[config.mk]
export PLATFORM = sky130hd
export DESIGN_NAME = piano_play_ctrl
export DESIGN_NICKNAME = d
export VERILOG_FILES = /design/src/rtl/piano_play_ctrl_pkg.sv /design/src/rtl/piano_play_ctrl_note_led_decode.sv /design/src/rtl/piano_play_ctrl.sv
export SDC_FILE = /design/constraint.sdc
export NUM_CORES = 1
export LEC_CHECK = 0
export BUFFER_PORTS_ARGS = -buffer_cell sky130_fd_sc_hd__buf_2
export CAP_MARGIN = 20
export CORE_MARGIN = 4
export CORE_UTILIZATION = 42
export CTS_CLUSTER_DIAMETER = 200
export CTS_CLUSTER_SIZE = 14
export DETAILED_ROUTE_END_ITERATION = 8
export PLACE_DENSITY = 0.73
export SYNTH_ARGS = -nofsm -noshare
export SYNTH_HDL_FRONTEND = slang
export SYNTH_SLANG_ARGS = --single-unit
[constraint.sdc]
create_clock -name i_clk -period 1.2 [get_ports i_clk]
set_input_delay 0.24 -clock i_clk [delete_from_list [all_inputs] [get_ports i_clk]]
set_output_delay 0.24 -clock i_clk [all_outputs]
set_load 0.02 [all_outputs]
[src/rtl/piano_play_ctrl_pkg.sv]
// rtl/piano_play_ctrl_pkg.sv - shared note codes, LED patterns and FSM states for the piano
package piano_play_ctrl_pkg;

  localparam int DEF_STEP_W = 6;
  localparam int DEF_SONG_W = 2;

  localparam logic [3:0] NOTE_C5   = 4'd0;
  localparam logic [3:0] NOTE_B4   = 4'd1;
  localparam logic [3:0] NOTE_A4   = 4'd2;
  localparam logic [3:0] NOTE_G4   = 4'd3;
  localparam logic [3:0] NOTE_F4   = 4'd4;
  localparam logic [3:0] NOTE_E4   = 4'd5;
  localparam logic [3:0] NOTE_D4   = 4'd6;
  localparam logic [3:0] NOTE_C4   = 4'd7;
  localparam logic [3:0] NOTE_NONE = 4'd8;

  localparam logic [7:0] LED_C5   = 8'b1000_0000;
  localparam logic [7:0] LED_B4   = 8'b0100_0000;
  localparam logic [7:0] LED_A4   = 8'b0010_0000;
  localparam logic [7:0] LED_G4   = 8'b0001_0000;
  localparam logic [7:0] LED_F4   = 8'b0000_1000;
  localparam logic [7:0] LED_E4   = 8'b0000_0100;
  localparam logic [7:0] LED_D4   = 8'b0000_0010;
  localparam logic [7:0] LED_C4   = 8'b0000_0001;
  localparam logic [7:0] LED_NONE = 8'b0000_0000;

  typedef enum logic [1:0] {
    ST_IDLE   = 2'd0,
    ST_PLAY   = 2'd1,
    ST_PAUSED = 2'd2
  } play_state_e;

  function automatic logic note_valid(input logic [3:0] note);
    return note <= NOTE_C4;
  endfunction

endpackage

[src/rtl/piano_play_ctrl_note_led_decode.sv]
// rtl/piano_play_ctrl_note_led_decode.sv - 4-bit note code to one-hot LED pattern
module note_led_decode
  import piano_play_ctrl_pkg::*;
(
  input  logic [3:0] i_note,
  output logic [7:0] o_led
);

  always_comb begin
    o_led = LED_NONE;
    case (i_note)
      NOTE_C5: o_led = LED_C5;
      NOTE_B4: o_led = LED_B4;
      NOTE_A4: o_led = LED_A4;
      NOTE_G4: o_led = LED_G4;
      NOTE_F4: o_led = LED_F4;
      NOTE_E4: o_led = LED_E4;
      NOTE_D4: o_led = LED_D4;
      NOTE_C4: o_led = LED_C4;
      default: o_led = LED_NONE;
    endcase
  end

endmodule

[src/rtl/piano_play_ctrl.sv]
// rtl/piano_play_ctrl.sv - song step sequencer and manual/auto note arbiter
module piano_play_ctrl
  import piano_play_ctrl_pkg::*;
#(
  parameter int STEP_W = DEF_STEP_W,
  parameter int SONG_W = DEF_SONG_W
) (
  input  logic              i_clk,
  input  logic              i_rst_n,
  input  logic              i_beat_tick,
  input  logic              i_start,
  input  logic              i_stop,
  input  logic              i_pause_tgl,
  input  logic              i_loop,
  input  logic [SONG_W-1:0] i_song_sel,
  input  logic [3:0]        i_key_note,
  input  logic [3:0]        i_song_note,
  input  logic              i_song_end,
  output logic [SONG_W-1:0] o_song_id,
  output logic [STEP_W-1:0] o_song_addr,
  output logic [3:0]        o_note,
  output logic [7:0]        o_led,
  output logic              o_playing,
  output logic              o_done
);

  play_state_e       r_state, w_state_nxt;
  logic [STEP_W-1:0] r_addr, w_addr_nxt;
  logic [SONG_W-1:0] r_song_id, w_song_id_nxt;
  logic [3:0]        r_note, w_note_nxt;
  logic [7:0]        r_led, w_led_nxt;
  logic              r_playing, r_done, w_done_nxt;
  logic              w_end;

  assign w_end = i_song_end | (&r_addr);

  always_ff @(posedge i_clk or negedge i_rst_n) begin
    if (!i_rst_n) begin
      r_state   <= ST_IDLE;
      r_addr    <= '0;
      r_song_id <= '0;
      r_note    <= NOTE_NONE;
      r_led     <= LED_NONE;
      r_playing <= 1'b0;
      r_done    <= 1'b0;
    end else begin
      r_state   <= w_state_nxt;
      r_addr    <= w_addr_nxt;
      r_song_id <= w_song_id_nxt;
      r_note    <= w_note_nxt;
      r_led     <= w_led_nxt;
      r_playing <= (w_state_nxt != ST_IDLE);
      r_done    <= w_done_nxt;
    end
  end

  // One event per cycle, in priority order; lower-priority pulses in the same cycle are dropped.
  always_comb begin
    w_state_nxt   = r_state;
    w_addr_nxt    = r_addr;
    w_song_id_nxt = r_song_id;
    w_done_nxt    = 1'b0;
    if (i_stop) begin
      w_state_nxt = ST_IDLE;
      w_addr_nxt  = '0;
    end else if (i_start) begin
      w_state_nxt   = ST_PLAY;
      w_addr_nxt    = '0;
      w_song_id_nxt = i_song_sel;
    end else if (i_pause_tgl) begin
      if (r_state == ST_PLAY)        w_state_nxt = ST_PAUSED;
      else if (r_state == ST_PAUSED) w_state_nxt = ST_PLAY;
    end else if (i_beat_tick && r_state == ST_PLAY) begin
      if (!w_end) begin
        w_addr_nxt = r_addr + STEP_W'(1);
      end else if (i_loop) begin
        w_addr_nxt = '0;
      end else begin
        w_state_nxt = ST_IDLE;
        w_addr_nxt  = '0;
        w_done_nxt  = 1'b1;
      end
    end
  end

  // Keys always win so manual play works over a running song.
  always_comb begin
    w_note_nxt = NOTE_NONE;
    if (note_valid(i_key_note))
      w_note_nxt = i_key_note;
    else if (r_state == ST_PLAY && note_valid(i_song_note))
      w_note_nxt = i_song_note;
  end

  note_led_decode u_led_decode (
    .i_note (w_note_nxt),
    .o_led  (w_led_nxt)
  );

  assign o_song_id   = r_song_id;
  assign o_song_addr = r_addr;
  assign o_note      = r_note;
  assign o_led       = r_led;
  assign o_playing   = r_playing;
  assign o_done      = r_done;

endmodule

==> key figures <==
Floorplan
  • Effective utilization at floorplan: 0.456
  • Top-level I/O count: 40
  • Die height: slightly below 60 microns
  • Number of cell rows: 17
  • Width of the die: 58.0 microns
  • Area of the core region: ~2300 sq um
  • Die area: roughly 3400 sq um

Clock network
  • Number of buffers added by the clock tree synthesis step: 3
  • Clock Sinks: 24
  • CTS tree: built
  • Reg clk slew, reported paths: 0.12 ns
  • Clock Tree Buf Depth: 2
  • Clock latency on the worst-skew pair: 0.30 ns
  • CTS H-Tree Depth: 1
  • CTS root buffer: clkbuf_4

Synthesis
  • Post-synth cell types: 32
  • FF+latch count, synth: 24
  • Average cell area after synthesis: roughly 11 sq um
  • Gate count of the mapped netlist: a little over 90
  • Share of the synthesized area in the top cell type: 0.549
  • Area of the mapped netlist: about 1000 sq um
  • Mapped Nets: between 100 and 150
  • Leading post-synthesis cells by cell area: dfrtp_1 55%, nor2_1 5.7%, xor2_1 3.3%
  • Yosys top cell by area: dfrtp_1
  • Number of warnings issued by yosys: 0
  • Part of the Yosys area used for sequential elements: 0.574

Place
  • Number of port buffers: 39
  • Dpl cell area: around 1400 sq um
  • RePlAce Congestion: roughly 0.8
  • HPWL after detailed placement: 1.98 mm

Global routing
  • GR Overflow Total: 0
  • Global-route wire length before repair: between 4 and 5 mm
  • Total global-route track usage: 0.178
  • Via count of the first global-routing pass: slightly below 1,000
  • Antenna violations before repair: 0
  • Pin count of the biggest net entering global routing: 25

Timing
  • F_max: 737 MHz
  • Post-route clock skew: between 0.0015 and 0.002 ns
  • Worst slew pin tran: 0.531 ns
  • Worst slew margin: 0.646
  • Sum Neg Setup Slack: -1.80 ns
  • Fin. max-slew vios: 0
  • Final period demand of the worst path: between 1 and 1.5 ns
  • Number of endpoints with negative hold slack in the final report: 0
  • Worst Setup Slack, final: -0.157 ns
  • Final setup violating endpoints: 24
  • Unrepaired setup endpoints after global routing: yes
  • Period Utilization, post-route: 1.13

Run status
  • Violated checks: setup timing
  • Run status: finished, violations left

Setup path
  • Crit. End Element: flop
  • Required time at the endpoint of the critical path: 1.42 ns
  • CP arrival: approximately 1.6 ns
  • Largest driver fanout on the critical path: 5
  • Reg2Reg Setup Slack: -0.16 ns
  • Class of the most critical setup path: reg2reg
  • Critical path launch point type: flop

Routing
  • Number of vias per cell: approximately 5.2
  • Drt initial violations: 15
  • Remaining antenna violation count: 0
  • Residual DRC: 0
  • Via total after detailed routing: 990
  • Final wirelength: between 3 and 4 mm
  • Iteration count of the initial detailed-routing pass: 4
  • Routed length per instance: around 16 microns

Final layout
  • Signed area change from the synthesized netlist to the final layout: 62.8%
  • Layout cells sized above 1: 0.611
  • Commonest non-fill, non-tap cells in the layout: 32 x buf_2, 20 x buf_4, 17 x dfrtp_1, 16 x nor2_1, 14 x buf_6
  • Antenna Cells: 0
  • Final layout net count: about 180
  • Most frequent standard cell in the layout excluding fill and tap cells: buf_2
  • Final cell area excluding filler cells: about 1700 sq um

Job
  • Max-cap violation count: 0

Pwr
  • Power density over cell area: 876 nW/um^2
  • Lkg Pwr: approximately 0.83 nW
  • Peak supply drop: a little under 0.6 mV

Hold path
  • Tightest Hold Check Type: in2reg
==> critical path: stages (launching register included) <==
cell	delay (ns)
dfrtp_2	0.45
ha_4	0.18
a31oi_4	0.34
nor4_4	0.10
nor3_2	0.20
==> registers in the layout, indices dropped and copies added, names as in the netlist <==
signal and cells:
o_done 1, o_song_id 2, o_led 8, o_note 4, r_state 2, o_playing 1, o_song_addr 6
==> final timing paths <==
| kind | depth (start not counted) | from | end |
|---|---|---|---|
| worst max-delay path | 4 | o_song_addr[0] | o_playing |
| worst max register to register | 4 | o_song_addr[0] | o_playing |
| worst min-delay path | 2 | i_loop | o_done |
| max in group asynchronous | 2 | i_rst_n | o_song_addr[5] |
| worst min register to register | 1 | o_song_id[0] | o_song_id[0] |
| min in group asynchronous | 2 | i_rst_n | o_done |
==> logic make-up (layout without fill, tap and decap cells) <==
logic type | count (synthesis) | in the layout | synth area share
buffers and inverters | 5 | 75 | 0.0191
muxes | 3 | 3 | 0.0310
xor gates and xnor gates | 4 | 4 | 0.0334
adders and majority gates | 1 | 1 | 0.0119
AOI/OAI and AO/OA | 15 | 15 | 0.117
DFF | 24 | 24 | 0.574
and+or+nand+nor | 40 | 40 | 0.214
==> per-stage QoR <==
step                      hold WS [ns]  cells   util  setup WS, ns  power, mW
after floorplan                -0.0556     92      -      -0.00735      0.991
after global placement           0.236    170  0.611       -0.0621       1.10
after detailed placement         0.247    170  0.611        -0.121       1.11
after CTS                        0.153    183  0.703        -0.106       1.48
after global routing             0.132    190  0.743        -0.222       1.58
final                            0.169    190  0.743        -0.157       1.49
==> synth_stat cells <==
master and number:
o22a_1 1, a31oi_2 1, nor3b_4 1, mux2i_1 1
o2111ai_1 3, a21oi_1 3, and3_1 1, a22oi_1 1
xor2_1 4, a21boi_4 1, nor3_1 4, nor2b_1 2
and4bb_4 1, inv_2 1, dfstp_2 1, nor4_1 2
nor4b_2 1, nand4bb_1 1, buf_2 1, ha_1 1
nor2_1 16, o21ai_0 2, dfrtp_1 23, nand2_1 5
a211oi_1 1, nand4_1 1, a22o_1 1, mux2_2 2
or2_1 1, inv_1 3, o21bai_1 1, nand3_1 4
==> layer usage <==
metal	track usage	vias to the layer above	wire length [microns]
li1	-	465	-
met5	0	-	0
met4	0.0629	0	77
met3	0.0290	8	123
met1	0.199	486	1130
met2	0.335	31	1690
==> area by class of cell <==
class | count | area, sq um
Multi-Input combinational cell | 63 | 543
Timing Repair Buffer | 67 | 478
Inverter | 4 | 15.0
Sequential cell | 24 | 609
Clock buffer | 4 | 26.3
Fill cell | 158 | 591
Tap cell | 28 | 35.0
==> report_power, final <==
group | switching, mW | leakage, nW | total, mW | internal [mW]
logic | 0.166 | 0.502 | 0.286 | 0.120
clock network | 0.221 | 0.0150 | 0.351 | 0.129
registers | 0.0147 | 0.308 | 0.858 | 0.843
total | 0.402 | 0.826 | 1.49 | 1.09
==> repair_timing <==
action / 4_1_cts / 5_1_grt
endpoints found under the setup margin: 23 / 27
hold buffers: 1 / 0
endpoints found under the hold margin: 23 / 0
setup buffers: 8 / 7
gates resized for setup: 29 / 9
gates cloned: 0 / 0
pin swaps: 19 / 11
No activity file was read; power rests on OpenSTA's default activity.
